<file path="config.mk">
export PLATFORM = sky130hd
export DESIGN_NAME = fifo_serializer
export DESIGN_NICKNAME = d
export VERILOG_FILES = /design/src/rtl/fifo_serializer.sv
export SDC_FILE = /design/constraint.sdc
export NUM_CORES = 1
export LEC_CHECK = 0
export CAP_MARGIN = 20
export CORE_UTILIZATION = 55
export CTS_BUF_LIST = sky130_fd_sc_hd__clkbuf_8
export CTS_CLUSTER_SIZE = 24
export DETAILED_ROUTE_END_ITERATION = 10
export HOLD_SLACK_MARGIN = 0.08
export PLACE_DENSITY = 0.82
export SYNTH_ARGS = -nofsm -noshare
export SYNTH_HDL_FRONTEND = slang
export SYNTH_SLANG_ARGS = --single-unit
</file>
<file path="constraint.sdc">
create_clock -name clk_i -period 2.44 [get_ports clk_i]
set_input_delay 0.366 -clock clk_i [delete_from_list [all_inputs] [get_ports clk_i]]
set_output_delay 0.366 -clock clk_i [all_outputs]
set_load 0.005 [all_outputs]
</file>
<file path="src/rtl/fifo_serializer.sv">
// fifo_serializer: drains an upstream FIFO one word at a time and sends each
// word on a serial line as start(0), WIDTH data bits LSB first, stop(1).
// Every output is decoded from registered state, so no input reaches an output
// through combinational logic alone.
module fifo_serializer #(
  parameter int unsigned WIDTH        = 16,
  parameter int unsigned CLKS_PER_BIT = 4
) (
  input  logic             clk_i,
  input  logic             reset_i,
  input  logic             fifo_empty_i,
  input  logic [WIDTH-1:0] fifo_data_i,
  output logic             fifo_read_en_o,
  output logic             tx_o,
  output logic             busy_o,
  output logic             frame_done_o
);

  // A value of 1 would give $clog2 == 0, so both counter widths have a floor of 1.
  localparam int unsigned BAUD_W = (CLKS_PER_BIT > 1) ? $clog2(CLKS_PER_BIT) : 1;
  localparam int unsigned IDX_W  = (WIDTH > 1) ? $clog2(WIDTH) : 1;
  localparam logic [BAUD_W-1:0] BAUD_LAST = BAUD_W'(CLKS_PER_BIT - 1);
  localparam logic [IDX_W-1:0]  IDX_LAST  = IDX_W'(WIDTH - 1);

  typedef enum logic [2:0] {
    S_IDLE,
    S_READ,
    S_CAPTURE,
    S_START,
    S_DATA,
    S_STOP
  } state_t;

  state_t             r_state;
  state_t             w_next_state;
  logic [WIDTH-1:0]   r_shift;
  logic [BAUD_W-1:0]  r_baud;
  logic [IDX_W-1:0]   r_bit_idx;
  logic               w_bit_end;

  // The current bit period ends in this cycle.
  assign w_bit_end = (r_baud == BAUD_LAST);

  // State register.
  always_ff @(posedge clk_i or negedge reset_i) begin
    if (!reset_i) begin
      r_state <= S_IDLE;
    end else begin
      r_state <= w_next_state;
    end
  end

  // Next-state decision. fifo_empty_i is looked at only in IDLE and on the
  // final STOP cycle, so an empty FIFO is never popped.
  always_comb begin
    w_next_state = r_state;
    case (r_state)
      S_IDLE:    if (!fifo_empty_i) w_next_state = S_READ;
      S_READ:    w_next_state = S_CAPTURE;
      S_CAPTURE: w_next_state = S_START;
      S_START:   if (w_bit_end) w_next_state = S_DATA;
      S_DATA:    if (w_bit_end && (r_bit_idx == IDX_LAST)) w_next_state = S_STOP;
      S_STOP: begin
        if (w_bit_end) begin
          w_next_state = fifo_empty_i ? S_IDLE : S_READ;
        end
      end
      default:   w_next_state = S_IDLE;
    endcase
  end

  // Shift register, baud counter and bit index.
  always_ff @(posedge clk_i or negedge reset_i) begin
    if (!reset_i) begin
      r_shift   <= '0;
      r_baud    <= '0;
      r_bit_idx <= '0;
    end else begin
      case (r_state)
        S_CAPTURE: begin
          r_shift   <= fifo_data_i;
          r_baud    <= '0;
          r_bit_idx <= '0;
        end
        S_START, S_STOP: begin
          r_baud <= w_bit_end ? '0 : r_baud + 1'b1;
        end
        S_DATA: begin
          if (w_bit_end) begin
            r_baud    <= '0;
            r_shift   <= r_shift >> 1;
            r_bit_idx <= r_bit_idx + 1'b1;
          end else begin
            r_baud <= r_baud + 1'b1;
          end
        end
        default: begin
          r_baud <= '0;
        end
      endcase
    end
  end

  // Output decode from the registered state.
  always_comb begin
    fifo_read_en_o = 1'b0;
    tx_o           = 1'b1;
    busy_o         = 1'b1;
    frame_done_o   = 1'b0;
    case (r_state)
      S_IDLE:  busy_o = 1'b0;
      S_READ:  fifo_read_en_o = 1'b1;
      S_START: tx_o = 1'b0;
      S_DATA:  tx_o = r_shift[0];
      S_STOP:  frame_done_o = w_bit_end;
      default: ;
    endcase
  end

endmodule

</file>
== Word level (Yosys, flattened, before mapping) ==
Cells that the tools add are included.

* Add/subtract/negate cells: 2
* Eq/ne operators: 12
* Muxes and demuxes: 16
* Reduce and logical (&&, ||, !) cells: 6

{| class="wikitable"
|+ Operators by type and width
! cell !! number
|-
| one-hot mux 16 bit (2 select lines) || 1
|-
| one-hot mux 3 bit (6 select lines) || 1
|-
| 2-to-1 mux 16 bit || 1
|-
| 2-to-1 mux 3 bit || 4
|-
| != test 2 bit, second input constant || 5
|-
| one-hot mux 4 bit (2 select lines) || 1
|-
| equality test 3 x 2 -> 1 bit, second input constant || 2
|-
| equality test 3 bit, second input constant || 2
|-
| adder 4 x 1 -> 4 bit, second input constant || 1
|-
| equality test 4 bit, second input constant || 1
|-
| 2-to-1 mux 1 bit || 4
|-
| 2-to-1 mux 2 bit || 2
|-
| 2-to-1 mux 4 bit || 1
|-
| AND reduction 4 bit || 1
|-
| equality test 3 x 1 -> 1 bit, second input constant || 1
|-
| zero test 3 bit || 1
|-
| OR reduction 3 bit || 1
|-
| adder 2 x 1 -> 2 bit, second input constant || 1
|-
| equality test 2 bit, second input constant || 1
|-
| one-hot mux 1 bit (2 select lines) || 1
|-
| AND reduction 2 bit || 1
|-
| nonzero test 2 bit || 1
|-
| logical AND 1 bit || 1
|}

* Input port bits: 19
* Output and inout bits: 4
* Logic and storage cells: 40
* Bits in registers: 25

== Logic depth before layout (Yosys ltp) ==
* Depth in word-level cells: 4
* Gate-level depth with buffers: 6
* Depth with buffers taken out: 4

== Least setup slack after synthesis ==
OpenSTA, ideal clock, no wires.

* Kind: reg-to-reg
* From: register r_state[2]
* To: register r_shift[10]
* Cell stages (with the launch flop): 5
* Data arrival time: 1.544 ns
* Required time: 2.315 ns
* Path slack: 0.771 ns
* Buffers on the path: 1
* Library setup time: 0.125 ns
* Clock period less this slack: 1.669 ns
* Cell sequence: dfrtp_1 -> nor3b_4 -> buf_6 -> mux2_1 -> mux2_4

* Longest elaborated chain between the ends: 3
* Elaborated cells on any way between the ends: 6
* Classes of those cells: eq/ne (3); mux (1); reduce/logical (2)

{| class="wikitable"
|+ Ends and longest elaborated chain
! item !! line !! source
|-
| start, declared || 34 || <nowiki>state_t r_state;</nowiki>
|-
| start signal, assigned || 49 || <nowiki>r_state <= w_next_state;</nowiki>
|-
| equality test 3 bit / equality test 3 x 2 -> 1 bit (equally long branches) || 79 || <nowiki>case (r_state)</nowiki>
|-
| != test 2 bit (no source line) / nonzero test 2 bit (equally long branches) || -- ||
|-
| AND reduction 2 bit (no source line) || -- ||
|-
| end signal, assigned || 81 || <nowiki>r_shift <= fifo_data_i;</nowiki>
|-
| end signal, assigned || 91 || <nowiki>r_shift <= r_shift >> 1;</nowiki>
|-
| end, declared || 36 || <nowiki>logic [WIDTH-1:0] r_shift;</nowiki>
|}

Parallel ways exist; a longest one is shown, timed or not.
A chain may end at the register's enable or synchronous reset.

== Worst setup path after layout ==
* From: register r_state[2]
* To: output tx_o

* Longest elaborated chain between the ends: 2
* Elaborated cells on any way between the ends: 3
* Classes of those cells: eq/ne (2); mux (1)

{| class="wikitable"
|+ Ends and longest elaborated chain
! item !! line !! source
|-
| equality test 3 bit / equality test 3 x 2 -> 1 bit (equally long branches) || 110 || <nowiki>case (r_state)</nowiki>
|-
| one-hot mux 1 bit (2 select lines) * || 110 ||
|-
| end, declared || 14 || <nowiki>output logic tx_o,</nowiki>
|}

Every way passes the cells marked *; elsewhere a longest branch is shown, timed or not.

==> flow_summary_export.csv <==
group,metric,value,unit
status,result_of_the_run,"complete, no violations",
logic_synthesis,synth_top_flop_cell,"sky130_fd_sc_hd__dfrtp_1",
route,route.vias.total,904,
logic_synthesis,synth_nets,129,
timing,period_needed,2.188,ns
clocking,cts-root-to-sink-buffers,2,
logic_synthesis,share_of_the_synthesized_area_in_the_top_cell_type,0.4476,
worst_setup_path,cp_data_arrival_time,1.82,ns
logic_synthesis,synth_top_area_cell,"sky130_fd_sc_hd__dfrtp_1",
place,dpl.hpwl,1602,µm
timing,grt_setup_unrepaired,"no",
place,placed_cell_area,1609,µm²
clocking,ctsHtreeMaxLevel,1,
worst_setup_path,cp_startpoint_kind,"flip-flop",
clocking,clock_sink_count,25,
job,cap_violations,0,
floorplan,dieWidth,52.41,µm
floorplan,ios,23,
logic_synthesis,yosysUniqueCellTypes,36,
worst_setup_path,crit_path_max_fanout,17,
grt,gr-usage-met2,0.3270,
timing,timing.clock.skew,0.001744,ns
grt,grt_pass1_wl,3801,µm
worst_setup_path,endpoint_kind,"output pin",
power_and_ir_drop,power-per-cell-area,922.6,nW/µm²
timing,max_clock_freq,457.1,MHz
logic_synthesis,ys_top_cells_by_area,"sky130_fd_sc_hd__dfrtp_1 45%, sky130_fd_sc_hd__mux2_2 10%, sky130_fd_sc_hd__mux2_4 9.7%, sky130_fd_sc_hd__mux2_1 5.6%, sky130_fd_sc_hd__ha_1 1.8%",
clocking,numCtsBuffers,3,
logic_synthesis,postSynth.asyncResetShare,1.000,
logic_synthesis,ys_ff_latch,25,
logic_synthesis,synth.cell_area,1398,µm²
place,globalplace.congestion,0.8062,
clocking,cts_root_buffer,"sky130_fd_sc_hd__clkbuf_8",
floorplan,effective_utilization_at_floorplan,0.6084,
logic_synthesis,netlist_top_cells_count,"25 x sky130_fd_sc_hd__dfrtp_1, 13 x sky130_fd_sc_hd__mux2_2, 9 x sky130_fd_sc_hd__mux2_4, 7 x sky130_fd_sc_hd__mux2_1, 4 x sky130_fd_sc_hd__nand3_1",
grt,groute.usage.overall,0.1899,
worst_setup_path,critical_path_class,"reg -> out",
route,drtPass1Iterations,5,
route,drc,0,
grt,grt_max_degree,26,
worst_setup_path,required,2.07,ns
clocking,ctsResizeCount,0,
grt,globalRoute.totalOverflow,0,
grt,number_of_antenna_violations_at_the_first_check_in_global_routing,0,
timing,setup_viol,0,
floorplan,placement_rows,17,
power_and_ir_drop,irDropWorstVdd,0.0006606,V
clocking,clkLatencyLatePin,0.26,ns
timing,fin_setup_tns,0,ns
grt,most_used_layer_global_route,"met2",
cells_and_area,num-nets-final,151,
route,wl_final,2276,µm
logic_synthesis,synth_cells,108,
grt,via_count_of_the_first_global_routing_pass,879,
timing,tightestPinTransition,0.4717,ns
timing,post-route-period-util,0.8967,
logic_synthesis,yosysSeqAreaShare,0.4476,
cells_and_area,layout-drive-gt1-share,0.2403,
clocking,post_cts_hold_buffer_count,0,
place,numPortBuffers,22,
cells_and_area,ant_diodes,0,
cells_and_area,area.growth.synth_to_final,18.35,%
logic_synthesis,synthesis.yosys.warnings,0,
power_and_ir_drop,p_leak,0.6982,nW
cells_and_area,stdcell_area,1654,µm²
grt,grt.met3_usage,0.04638,
clocking,clk_pin_slew_worst_paths,0.08,ns
timing,worst_slew_margin_rel,0.6855,
logic_synthesis,postSynthAreaPerCell,12.94,µm²
logic_synthesis,yosysMostFrequentCell,"sky130_fd_sc_hd__dfrtp_1",
route,ant_nets,0,
logic_synthesis,synth_edf_count,0,
grt,met1_track_demand_over_resource,0.2249,
floorplan,die_area,2747,µm²
route,detail_route.vias_per_cell,5.758,
clocking,cts_tree,"built",
timing,hold_violations,0,
floorplan,core_region_area,2297,µm²
floorplan,die_height,52.41,µm
worst_hold_path,hold_class,"reg -> reg",
route,routed_wire_length_per_instance,14.50,µm
timing,final_max_slew_viol_count,0,
route,detailedRoute.firstIterationViolations,17,
clocking,postCtsSetupBuffers,0,
==> critical path: stages, from the launching register on <==
cell                              delay [ns]
sky130_fd_sc_hd__dfrtp_1                0.64
sky130_fd_sc_hd__nand3b_1               0.21
sky130_fd_sc_hd__a21boi_0               0.19
sky130_fd_sc_hd__clkdlybuf4s50_1        0.52
==> through the flow <==
stage	setup WS [ns]	power, mW	std cells	hold slack, ns	util
2_1_floorplan	0.7713	1.199	108	0.07041	-
6_report	0.2521	1.526	157	0.4538	0.7200
3_5_place_dp	0.5399	1.309	153	0.4450	0.7004
3_3_place_gp	0.5827	1.283	153	0.4233	0.7004
5_1_grt	0.1358	1.641	157	0.4869	0.7200
4_1_cts	0.2504	1.544	157	0.4561	0.7200
==> worst paths after layout <==
check | from | to | slack [ns] | depth (start not counted)
setup / recovery | r_state[2]$_DFFE_PN0P_ | tx_o | 0.25 | 3
hold / removal | r_baud[0]$_DFF_PN0_ | r_baud[0]$_DFF_PN0_ | 0.45 | 1
setup reg to reg | r_state[2]$_DFFE_PN0P_ | r_shift[3]$_DFFE_PN0P_ | 0.54 | 4
hold reg to reg | r_baud[0]$_DFF_PN0_ | r_baud[0]$_DFF_PN0_ | 0.45 | 1
max in group asynchronous | reset_i | r_shift[3]$_DFFE_PN0P_ | 1.74 | 2
min in group asynchronous | reset_i | r_shift[10]$_DFFE_PN0P_ | 0.46 | 2
==> kinds of logic (layout without fill, tap and decap cells) <==
group           after synthesis  in the layout  share of synthesized area
mux                          31             31                     0.2722
buf+inv                       9             30                    0.04745
simple gates                 24             24                     0.1307
fa+ha+maj                     2              2                    0.01790
compound gates               17             17                    0.08415
flops                        25             25                     0.4476
==> cell usage in the layout, fill, tap and decap left out, types with 2 or more instances in the layout <==
| master | n |
|---|---|
| sky130_fd_sc_hd__dfrtp_1 | 25 |
| sky130_fd_sc_hd__clkdlybuf4s50_1 | 22 |
| sky130_fd_sc_hd__mux2_2 | 13 |
| sky130_fd_sc_hd__mux2_4 | 9 |
| sky130_fd_sc_hd__mux2_1 | 7 |
| sky130_fd_sc_hd__nand3_1 | 4 |
| sky130_fd_sc_hd__nor3b_1 | 3 |
| sky130_fd_sc_hd__nand3b_1 | 3 |
| sky130_fd_sc_hd__inv_1 | 3 |
| sky130_fd_sc_hd__nand2_1 | 3 |
| sky130_fd_sc_hd__a21oi_1 | 3 |
| sky130_fd_sc_hd__clkbuf_8 | 3 |
| sky130_fd_sc_hd__a21boi_0 | 2 |
| sky130_fd_sc_hd__nor2_1 | 2 |
| sky130_fd_sc_hd__o21ai_0 | 2 |
| sky130_fd_sc_hd__o22ai_1 | 2 |
| sky130_fd_sc_hd__o211ai_1 | 2 |
| sky130_fd_sc_hd__mux2i_1 | 2 |
| sky130_fd_sc_hd__ha_1 | 2 |
| sky130_fd_sc_hd__buf_4 | 2 |
==> cell type report <==
class | instances | area [µm²]
clock buffer | 3 | 41.29
clock inverter | 1 | 3.754
fill | 161 | 643.1
inverter | 2 | 7.507
multi-input combinational | 74 | 705.7
sequential | 25 | 625.6
tap | 28 | 35.03
timing repair buffer | 24 | 235.2
==> routing by layer <==
| metal | vias up | part of all wire |
|---|---|---|
| met4 | 0 | 0.0053 |
| li1 | 443 | - |
| met2 | 23 | 0.49 |
| met5 | - | 0 |
| met3 | 2 | 0.053 |
| met1 | 436 | 0.45 |
==> report_power, final <==
part	leakage [nW]	switching, mW	internal [mW]
registers	0.302	0.134	0.584
logic	0.369	0.206	0.371
clock network	0.0269	0.119	0.112
==> flip-flops by register name (all words and copies together) (netlist names) <==
name,count
r_baud,2
r_bit_idx,4
r_state,3
r_shift,16
Note: power is estimated with default switching activity, not from simulation.
